`config.mk`:
```
export PLATFORM = sky130hd
export DESIGN_NAME = basic_sysid_ext
export DESIGN_NICKNAME = d
export VERILOG_FILES = /design/src/rtl/basic_sysid_ext.sv
export SDC_FILE = /design/constraint.sdc
export NUM_CORES = 1
export LEC_CHECK = 0
export CELL_PAD_IN_SITES_DETAIL_PLACEMENT = 2
export CELL_PAD_IN_SITES_GLOBAL_PLACEMENT = 2
export CORE_MARGIN = 5
export CORE_UTILIZATION = 35
export CTS_CLUSTER_DIAMETER = 100
export DETAILED_ROUTE_END_ITERATION = 8
export GPL_ROUTABILITY_DRIVEN = 0
export PLACE_DENSITY = 0.77
export SETUP_SLACK_MARGIN = 0.05
export SLEW_MARGIN = 20
export SYNTH_ARGS = -nofsm -noshare
export SYNTH_HDL_FRONTEND = slang
export SYNTH_SLANG_ARGS = --single-unit
```
`constraint.sdc`:
```
create_clock -name csi_MCLK_clk -period 7.5 [get_ports csi_MCLK_clk]
set_input_delay 1.5 -clock csi_MCLK_clk [delete_from_list [all_inputs] [get_ports csi_MCLK_clk]]
set_output_delay 1.5 -clock csi_MCLK_clk [all_outputs]
set_load 0.005 [all_outputs]
```
`src/rtl/basic_sysid_ext.sv`:
```
`default_nettype none
// ============================================================================
// Module      : basic_sysid_ext
// Description : Avalon-MM system-ID slave. It holds read-only ID words, a
//               scratch register, an uptime-seconds counter, and a 64-bit
//               free-running cycle counter. The high word of that counter is
//               shadowed so that the pair can be read coherently.
// Revision    : 1.0 - initial release
// ============================================================================
module basic_sysid_ext #(
    parameter logic [15:0] VENDOR_ID   = 16'hEA68,
    parameter logic [15:0] PRODUCT_ID  = 16'h0001,
    parameter logic [31:0] VERSION     = 32'h0000_0000,
    parameter int unsigned CLK_FREQ_HZ = 50_000_000,
    // Value the cycle counter takes while in reset. Keep it at 0 for
    // normal use. A non-zero value lets a simulation reach the 32-bit carry
    // boundary without running 2^32 clocks.
    parameter logic [63:0] CYC_PRELOAD = 64'h0
) (
    input  logic        csi_MCLK_clk,
    input  logic        rsi_MRST_reset,
    input  logic [2:0]  avs_SysID_address,
    input  logic        avs_SysID_read,
    input  logic        avs_SysID_write,
    input  logic [31:0] avs_SysID_writedata,
    input  logic [3:0]  avs_SysID_byteenable,
    output logic [31:0] avs_SysID_readdata,
    output logic        avs_SysID_waitrequest
);

    localparam logic [2:0]  c_addr_id      = 3'd0;
    localparam logic [2:0]  c_addr_version = 3'd1;
    localparam logic [2:0]  c_addr_pat_a   = 3'd2;
    localparam logic [2:0]  c_addr_pat_5   = 3'd3;
    localparam logic [2:0]  c_addr_scratch = 3'd4;
    localparam logic [2:0]  c_addr_uptime  = 3'd5;
    localparam logic [2:0]  c_addr_cyc_lo  = 3'd6;
    localparam logic [2:0]  c_addr_cyc_hi  = 3'd7;
    localparam logic [31:0] c_presc_max    = 32'(CLK_FREQ_HZ - 1);

    logic [31:0] readdata_q, readdata_d;
    logic [31:0] scratch_q,  scratch_d;
    logic [31:0] uptime_q,   uptime_d;
    logic [31:0] presc_q,    presc_d;
    logic [63:0] cyc_q,      cyc_d;
    logic [31:0] shadow_q,   shadow_d;
    logic        rd_done_q,  rd_done_d;
    logic        w_capture;

    // A read is captured on its first cycle. A simultaneous write wins and
    // the read is dropped.
    assign w_capture = avs_SysID_read & ~avs_SysID_write & ~rd_done_q;

    assign avs_SysID_waitrequest = w_capture;
    assign avs_SysID_readdata    = readdata_q;

    // Next-state logic for the counters, scratch, read capture and shadow
    always_comb begin
        cyc_d       = cyc_q + 64'd1;
        scratch_d   = scratch_q;
        readdata_d  = readdata_q;
        shadow_d    = shadow_q;
        rd_done_d   = w_capture;

        if (presc_q == c_presc_max) begin
            presc_d  = '0;
            uptime_d = uptime_q + 32'd1;
        end else begin
            presc_d  = presc_q + 32'd1;
            uptime_d = uptime_q;
        end

        if (avs_SysID_write && avs_SysID_address == c_addr_scratch) begin
            for (int b = 0; b < 4; b++) begin
                if (avs_SysID_byteenable[b]) begin
                    scratch_d[8*b +: 8] = avs_SysID_writedata[8*b +: 8];
                end
            end
        end

        // Clearing uptime overrides an increment that lands on the same edge
        if (avs_SysID_write && avs_SysID_address == c_addr_uptime) begin
            presc_d  = '0;
            uptime_d = '0;
        end

        if (w_capture) begin
            case (avs_SysID_address)
                c_addr_id:      readdata_d = {VENDOR_ID, PRODUCT_ID};
                c_addr_version: readdata_d = VERSION;
                c_addr_pat_a:   readdata_d = 32'hA5A5_A5A5;
                c_addr_pat_5:   readdata_d = 32'h5A5A_5A5A;
                c_addr_scratch: readdata_d = scratch_q;
                c_addr_uptime:  readdata_d = uptime_q;
                c_addr_cyc_lo: begin
                    readdata_d = cyc_q[31:0];
                    shadow_d   = cyc_q[63:32];
                end
                c_addr_cyc_hi:  readdata_d = shadow_q;
                default:        readdata_d = readdata_q;
            endcase
        end
    end

    // State registers with asynchronous clear
    always_ff @(posedge csi_MCLK_clk or posedge rsi_MRST_reset) begin
        if (rsi_MRST_reset) begin
            readdata_q <= '0;
            scratch_q  <= '0;
            uptime_q   <= '0;
            presc_q    <= '0;
            cyc_q      <= CYC_PRELOAD;
            shadow_q   <= '0;
            rd_done_q  <= 1'b0;
        end else begin
            readdata_q <= readdata_d;
            scratch_q  <= scratch_d;
            uptime_q   <= uptime_d;
            presc_q    <= presc_d;
            cyc_q      <= cyc_d;
            shadow_q   <= shadow_d;
            rd_done_q  <= rd_done_d;
        end
    end

endmodule
`default_nettype wire

```
==> summary.md, run 1 <==
| Metric | Value |
|---|---|
| DPL Wire Length | `23,100 um` |
| Post-route ant nets | `0` |
| Routed wire length | `33,700 um` |
| Crit path launch type | `input port` |
| Yosys top cell area share | `52.2%` |
| Setup_tns | `0 ns` |
| Synth async-reset ratio | `between 90% and 100%` |
| Cts hold-fix bufs | `0` |
| H-tree Lvls | `1` |
| Vias in the first global route | `between 9,000 and 10,000` |
| Root Driver | `clkbuf_16` |
| Number of diodes | `0` |
| Clk_skew | `roughly 0.023 ns` |
| Setup Viol. Count Final | `0` |
| PortBufs | `75` |
| Final #Nets | `1,144` |
| Ordered cell list for the critical path | `clkdlybuf4s50_1 > nor3b_2 > buf_4 > clkdlybuf4s50_1` |
| Largest stage delay on the critical path | `0.63 ns` |
| Die width | `186 um` |
| FF+latch count, synth | `between 200 and 250` |
| Wire per inst | `22.3 um` |
| Via count | `8,376` |
| CTS tree | `done` |
| GR Overflow Total | `0` |
| Critical-path maximum fanout | `67` |
| Worst slew margin | `approximately 28%` |
| Slew Limit Fails | `0` |
| R2r setup slk | `4.47 ns` |
| Most frequent cell after synthesis | `dfrtp_1` |
| Fmax | `0.200 GHz` |
| CP endpoint kind | `primary output` |
| Crit path buf inv count | `3` |
| Crit path top cell by count | `clkdlybuf4s50_1` |
| Max rail drop VDD | `0.157 mV` |
| Initial antenna violation count | `0` |
| # placed instances | `1,464` |
| Row count | `64` |
| Fin. Hold Viols | `0` |
| Post-CTS Setup Inserts | `0` |
| Top cells by area, synth | `dfrtp_1 52%, mux2_2 6.7%, xor2_1 3.7%` |
| DR pass1 iterations | `4` |
| Most frequent cells after synthesis | `225 x dfrtp_1, 99 x nand2_1, 95 x nor2_1, 69 x o21ai_0, 64 x mux2_2` |
| CP delay by family, top | `buffers and inverters` |
| CORE AREA | `30,500 um2` |
| Clock buffer depth | `3` |
| Worst EP required | `6.00 ns` |
| Io pins | `76` |
| Library cells used by synthesis | `41` |
| Min Clock Period, post-route | `5.00 ns` |
| Seq/Total Area, Yosys | `a little over half` |
| Net Count, Synth | `around 1,100` |
| DRC | `0` |
| Unrepaired setup endpoints after global routing | `no` |
| CTS buffer count | `28` |
| Leakage power | `5.52 nW` |
| Post-CTS Resized | `0` |
| Die area | `34,400 um2` |
| Post-synth EDFFs | `0` |
| Die Y | `186 um` |
| Cells after synthesis | `1,030` |
| First-pass GRT wire length | `roughly 54,000 um` |
| Worst min path class | `reg2reg` |
| Clock sink count | `225` |
| Syn Area/Cell | `10.5 um2` |
| Critical-path top delay cell | `clkdlybuf4s50_1` |
| Non-filler cells in the finished layout | `1,512` |
| Initial core utilization | `35.4%` |
| Worst setup path class | `in2out` |
| Post-synth top area cell | `dfrtp_1` |
| Status | `complete, no violations` |
| Syn Std Cell Area | `roughly 11,000 um2` |
| Largest net degree at the start of global routing | `167` |
| Warning count from the yosys run | `0` |
| Worst Tran Pin Value | `1.07 ns` |
| Initial DRC Count | `308` |
| Pwr Total | `0.00310 W` |
| Worst-Skew Late Latency | `~0.56 ns` |
| PwrDens | `about 240 nW/um2` |
| Post-DR vias/cell | `5.54` |
| Layout cells sized above 1 | `12.5%` |
| GRT Util Overall | `19.8%` |
| P&R area growth vs syn | `19.2%` |
| Clock slew at reported path FFs | `0.06 ns` |
| Tcrit/Tclk final | `66.7%` |
| Max Cap Violations | `0` |
| Ys flop type | `dfrtp_1` |
| Data arrival time of the critical path | `3.50 ns` |
## registers in the layout (all words and copies together) (netlist names)
register,count
cyc_q,64
presc_q,32
rd_done_q,1
uptime_q,32
avs_SysID_readdata,32
shadow_q,32
scratch_q,32
## where the power goes
group / leakage [nW] / total, W / internal (W) / switching (W)
clock network: 0.460 / 0.00138 / 0.000858 / 0.000522
registers: 2.98 / 0.00140 / 0.00131 / 0.0000924
logic: 2.07 / 0.000317 / 0.000164 / 0.000153
## area by class of cell
class | instances | area, um2
clock inverter | 4 | 120
multi-input combinational | 742 | 4910
clock buffer | 44 | 831
timing repair buffer | 82 | 801
fill | 3180 | 17600
sequential | 225 | 5630
inverter | 19 | 75.1
tap | 396 | 495
## worst paths after layout
| kind | start | to | cells past startpoint |
|---|---|---|---|
| worst max-delay path | avs_SysID_write | avs_SysID_waitrequest | 4 |
| worst min-delay path | cyc_q[63]$_DFF_PP0_ | cyc_q[63]$_DFF_PP0_ | 1 |
| worst max register to register | presc_q[24]$_DFF_PP0_ | uptime_q[28]$_DFFE_PP0P_ | 5 |
| worst min register to register | cyc_q[63]$_DFF_PP0_ | cyc_q[63]$_DFF_PP0_ | 1 |
| max in group asynchronous | rsi_MRST_reset | cyc_q[26]$_DFF_PP0_ | 4 |
| min in group asynchronous | rsi_MRST_reset | presc_q[10]$_DFF_PP0_ | 3 |
## stage by stage
step                      utilization [%]  area, um2  hold WS, ns  worst slack (ns)
after floorplan                         -      10800        0.433              3.06
after global placement               39.1      11900        0.450              2.51
after detailed placement             39.1      11900        0.470              2.49
after CTS                            42.2      12900        0.478              2.49
after global routing                 42.2      12900        0.498              2.40
final                                42.2      12900        0.472              2.50
## cell families after synthesis
logic type | after synthesis | share of synthesized area (%)
adder cells (fa/ha/maj) | 3 | 0.348
multiplexers | 90 | 9.93
AND/OR/NAND/NOR | 397 | 19.4
AO/OA/AOI/OAI | 161 | 8.41
flip-flops | 225 | 52.2
buffers and inverters | 63 | 2.33
XOR/XNOR | 91 | 7.39
## per-layer routing
layer  GRT usage [%]  vias up  part of all wire [%]
met5               0        -                     0
met4            2.94        0                   1.1
met3            2.52       33                   3.3
met2            34.7       91                    51
met1            27.0     4441                    44
li1                -     3811                     -
## worst register-to-register path, delay by kind of cell (launching register included)
kind               cells  cell delay (ns)
DFF                    1             0.43
and+or+nand+nor        4             2.33
AOI/OAI and AO/OA      1             0.18
## cells in the final DEF (no fill, tap or decap), types with 21 or more instances in the layout
cell type / count
nand3_1: 51
a31oi_1: 21
xnor2_1: 45
clkbuf_16: 28
mux2_2: 64
nor2_1: 95
nand4_1: 42
or3_1: 22
dfrtp_1: 225
clkdlybuf4s50_1: 72
xor2_1: 46
nand2_1: 99
o21ai_0: 69
a21oi_1: 48
Power figures use the tool's default switching activity.
==> run 2: changes to the inputs <==
clock period = 4.3 ns   (was 7.5 ns; I/O delays follow)
==> summary.md, run 2 (synthesis gave the netlist of run 1 again) <==
| Metric | Value |
|---|---|
| Post-CTS Resized | `0` |
| Via count | `about 8,400` |
| Worst r2r path cells | `5` |
| Clock buffer depth | `3` |
| Worst-Skew Late Latency | `between 0.5 and 0.6 ns` |
| Row count | `64` |
| DPL Wire Length | `24,000 um` |
| Critical-path top delay cell | `clkdlybuf4s50_1` |
| DRC | `0` |
| Crit. Startpoint | `avs_SysID_read` |
| Setup_tns | `0 ns` |
| Post-CTS Setup Inserts | `0` |
| Met2 Resource Use GR | `a little over a third` |
| Worst EP required | `between 3 and 4 ns` |
| Final #Nets | `1,149` |
| Initial antenna violation count | `0` |
| Worst r2r dst | `uptime_q[24]$_DFFE_PP0P_` |
| Slew Limit Fails | `0` |
| CTS buffer count | `27` |
| # placed instances | `around 1,500` |
| Cts hold-fix bufs | `0` |
| CP endpoint kind | `primary output` |
| Tcrit/Tclk final | `around 70%` |
| Min Clock Period, post-route | `3.05 ns` |
| Clock sink count | `225` |
| Fin. Hold Viols | `0` |
| Worst setup endpoint | `avs_SysID_waitrequest` |
| Worst setup path class | `in2out` |
| P&R area growth vs syn | `19.6%` |
| Largest net degree at the start of global routing | `115` |
| Largest register FFs | `64` |
| DR pass1 iterations | `4` |
| Worst hold stages | `1` |
| PortBufs | `75` |
| Post-route ant nets | `0` |
| Die area | `34,400 um2` |
| Clk_skew | `0.0223 ns` |
| Max rail drop VDD | `around 0.29 mV` |
| Vias in the first global route | `9,446` |
| Status | `complete, no violations` |
| CTS tree | `done` |
| Io pins | `76` |
| Fmax | `0.328 GHz` |
| Crit path launch type | `input port` |
| Fill count | `3,190` |
| Commonest non-fill, non-tap cell in the layout | `dfrtp_1` |
| Max Cap Violations | `0` |
| Initial core utilization | `35.4%` |
| Setup Viol. Count Final | `0` |
| Root Driver | `clkbuf_16` |
| Commonest non-fill, non-tap cells in the layout | `225 x dfrtp_1, 99 x nand2_1, 95 x nor2_1` |
| Crit path top cell by count | `clkdlybuf4s50_1` |
| Worst min path class | `reg2reg` |
| Worst Tran Pin Value | `1.08 ns` |
| CORE AREA | `slightly above 30,000 um2` |
| Die Y | `186 um` |
| R2r setup slk | `1.52 ns` |
| FF-to-FF Start | `presc_q[26]$_DFF_PP0_` |
| M3 GR Usage | `2.42%` |
| GR Util met1 | `25.9%` |
| First-pass GRT wire length | `between 50,000 and 60,000 um` |
| Non-filler cells in the finished layout | `approximately 1,500` |
| Die width | `186 um` |
| Leakage power | `5.57 nW` |
| Largest stage delay on the critical path | `between 0.5 and 0.6 ns` |
| Layout cells sized above 1 | `13.5%` |
| Clock slew at reported path FFs | `0.06 ns` |
| GRT Util Overall | `about a fifth` |
| H-tree Lvls | `1` |
| Design Area, Final | `between 10,000 and 15,000 um2` |
| Wire per inst | `22.5 um` |
| Post-DR vias/cell | `5.50` |
| Unrepaired setup endpoints after global routing | `no` |
| Number of diodes | `0` |
| GR Overflow Total | `0` |
| Ordered cell list for the critical path | `clkdlybuf4s50_1 > nor3b_2 > clkdlybuf4s50_1` |
| Worst slew margin | `27.9%` |
| Routed wire length | `34,200 um` |
| Cell Area, Placed | `12,000 um2` |
| Data arrival time of the critical path | `between 2 and 2.5 ns` |
| Initial DRC Count | `372` |
| PwrDens | `approximately 420 nW/um2` |
| Busiest layer in global routing | `met2` |
| Critical-path maximum fanout | `2` |
| Biggest register | `cyc_q` |
run 2: changes by cell type in the layout (fill, tap and decap cells not counted):
cell / before / now
clkbuf_16: 28 / 27
clkinv_2: 0 / 9
buf_4: 6 / 11
buf_12: 1 / 2
clkinv_16: 1 / 0
nor4_4: 5 / 6
clkbuf_1: 9 / 2
inv_16: 0 / 1
clkbuf_8: 7 / 6
nor4_2: 2 / 1
run 2: how the worst min path moves through the flow:
stage,start,endpoint,slack [ns]
finish,presc_q[0]$_DFF_PP0_,presc_q[0]$_DFF_PP0_,0.46
global placement,presc_q[0]$_DFF_PP0_,presc_q[0]$_DFF_PP0_,0.45
CTS,presc_q[0]$_DFF_PP0_,presc_q[0]$_DFF_PP0_,0.47
global route,presc_q[0]$_DFF_PP0_,presc_q[0]$_DFF_PP0_,0.50
floorplan,presc_q[0]$_DFF_PP0_,presc_q[0]$_DFF_PP0_,0.43
detailed placement,presc_q[0]$_DFF_PP0_,presc_q[0]$_DFF_PP0_,0.46
run 2: metrics by stage:
stage | utilization (%) | worst slack, ns | hold WS [ns] | total power [W]
after global placement | 39.2 | 1.18 | 0.452 | 0.00302
after global routing | 42.3 | 1.21 | 0.497 | 0.00563
after detailed placement | 39.2 | 1.13 | 0.460 | 0.00305
after CTS | 42.3 | 1.22 | 0.465 | 0.00547
final | 42.3 | 1.25 | 0.462 | 0.00539
after floorplan | - | 0.502 | 0.433 | 0.00273
run 2: final cells by class:
cell class              count  area (um2)  share of cell area [%]
flip-flops and latches    225        5630                    43.6
well taps                 396         495                    3.84
clock buffers              35         766                    5.93
multi-input cells         742        4920                    38.1
repair buffers             88         858                    6.65
clock inverters            13         155                    1.20
inverters                  19        75.1                   0.582
run 2: power by group:
group | total, W | switching, W | internal [W]
Combinational | 0.000558 | 0.000269 | 0.000290
Clock | 0.00238 | 0.000946 | 0.00143
Sequential | 0.00245 | 0.000168 | 0.00229
Total | 0.00539 | 0.00138 | 0.00401
run 2: critical path: cells and delay by family:
kind                   cells  cell delay (ns)
buffers and inverters      2             1.10
and+or+nand+nor            1             0.23
run 2: per-layer routing:
layer / wire length [um] / vias up
li1: - / 3810
met1: 14900 / 4406
met2: 17800 / 97
met3: 943 / 40
met4: 592 / 0
met5: 0 / -
==> run 3: changes to the inputs <==
clock period = 2.49 ns   (was 4.3 ns; I/O delays follow)
==> summary.md, run 3 (synthesis gave the netlist of run 1 again) <==
| Metric | Value |
|---|---|
| GRT Util Overall | `~21%` |
| Critical-path maximum fanout | `3` |
| P&R area growth vs syn | `21.9%` |
| Initial antenna violation count | `1` |
| First-pass GRT wire length | `56,300 um` |
| Number of diodes | `0` |
| Fmax | `0.422 GHz` |
| Hold Path Sink | `avs_SysID_readdata[26]$_DFFE_PP0P_` |
| Final Core Density | `43.1%` |
| Fin Hold WS | `between 0.4 and 0.5 ns` |
| Worst min path class | `in2reg` |
| Clock slew at reported path FFs | `0.06 ns` |
| Fill count | `approximately 3,200` |
| GR Overflow Total | `0` |
| DPL Wire Length | `around 25,000 um` |
| Die width | `186 um` |
| R2r setup slk | `0.23 ns` |
| CTS tree | `done` |
| Final #Nets | `approximately 1,200` |
| Slew Limit Fails | `0` |
| Min Clock Period, post-route | `2.37 ns` |
| Die area | `34,400 um2` |
| Multi-input logic area | `4910 um2` |
| Max rail drop VDD | `0.451 mV` |
| Clk_skew | `between 0.015 and 0.02 ns` |
| Initial core utilization | `35.4%` |
| Hold path start | `avs_SysID_address[2]` |
| Post-CTS Setup Inserts | `0` |
| Initial DRC Count | `roughly 350` |
| Crit path launch type | `input port` |
| Pwr Total | `~0.0092 W` |
| CORE AREA | `30,500 um2` |
| PwrDens | `approximately 700 nW/um2` |
| Worst slew margin | `46.0%` |
| Data arrival time of the critical path | `around 1.9 ns` |
| Largest register FFs | `64` |
| Sequential Area | `5630 um2` |
| Max Cap Violations | `0` |
| Setup_tns | `0 ns` |
| CP endpoint kind | `primary output` |
| Post-CTS Resized | `0` |
| Biggest register | `cyc_q` |
| Clock sink count | `225` |
| Post-route ant nets | `0` |
| Io pins | `76` |
| Worst EP required | `1.99 ns` |
| Worst hold stages | `3` |
| Cts hold-fix bufs | `0` |
| DR pass1 iterations | `4` |
| Status | `complete, no violations` |
| Tcrit/Tclk final | `95.2%` |
| FF-to-FF Start | `presc_q[24]$_DFF_PP0_` |
| Unrepaired setup endpoints after global routing | `no` |
| Worst Tran Pin Value | `0.809 ns` |
| H-tree Lvls | `1` |
| Clock buffer depth | `3` |
| Die Y | `186 um` |
| Worst r2r path cells | `7` |
| Fin. Hold Viols | `0` |
| Root Driver | `clkbuf_16` |
| Leakage power | `5.71 nW` |
| Layout cells sized above 1 | `15.7%` |
| Largest net degree at the start of global routing | `a little under 90` |
| Row count | `64` |
| Commonest non-fill, non-tap cell in the layout | `dfrtp_1` |
| CTS buffer count | `27` |
| PortBufs | `75` |
| Vias in the first global route | `9,584` |
| Commonest non-fill, non-tap cells in the layout | `225 x dfrtp_1, 99 x nand2_1, 95 x nor2_1` |
| Worst-Skew Late Latency | `0.54 ns` |
| Worst r2r dst | `uptime_q[28]$_DFFE_PP0P_` |
| DRC | `0` |
| Post-DR vias/cell | `5.51` |
| Routed wire length | `35,700 um` |
| Setup Viol. Count Final | `0` |
| Wire per inst | `23.0 um` |
| Worst setup path class | `in2out` |
| Via count | `~8,500` |
[run 3: worst max-delay path by stage]
stage                   startpoint                           endpoint  cells after the start
floorplan           rsi_MRST_reset  avs_SysID_readdata[0]$_DFFE_PP0P_                      1
global placement    avs_SysID_read              avs_SysID_waitrequest                      3
detailed placement  avs_SysID_read              avs_SysID_waitrequest                      3
CTS                 avs_SysID_read              avs_SysID_waitrequest                      3
global route        avs_SysID_read              avs_SysID_waitrequest                      3
finish              avs_SysID_read              avs_SysID_waitrequest                      3
[run 3: metrics by stage]
stage          cells  area, um2  setup slack (ns)
3_3_place_gp    1502      12300             0.107
6_report        1550      13200             0.119
3_5_place_dp    1502      12300             0.108
2_1_floorplan   1030      10800            -0.946
5_1_grt         1550      13200            0.0511
4_1_cts         1550      13200             0.103
[run 3: worst max-delay path, stage by stage]
cell	delay [ns]
clkdlybuf4s50_1	0.51
nor3b_2	0.29
clkdlybuf4s50_1	0.57
[run 3: where the power goes]
group / switching (W) / total (W) / internal, W / leakage, nW
Clock: 0.00158 / 0.00396 / 0.00238 / 0.445
Sequential: 0.000262 / 0.00421 / 0.00395 / 2.98
Combinational: 0.000479 / 0.000998 / 0.000519 / 2.29
Total: 0.00232 / 0.00917 / 0.00685 / 5.71
[run 3: routing by layer]
metal  wire length [um]  track usage, %  part of all wire [%]  vias up
met2              18200            36.4                    51      116
met1              15500            27.0                    43     4494
met4                827            4.93                   2.3        0
met5                  0               0                     0        -
met3               1210            3.17                   3.4       47
li1                   -               -                     -     3886
[run 3: cell type report]
type / count / area share, %
clock buffer: 42 / 6.33
timing repair buffer: 120 / 8.73
multi-input combinational: 742 / 37.4
inverter: 19 / 0.571
clock inverter: 6 / 0.447
sequential: 225 / 42.8
tap: 396 / 3.77
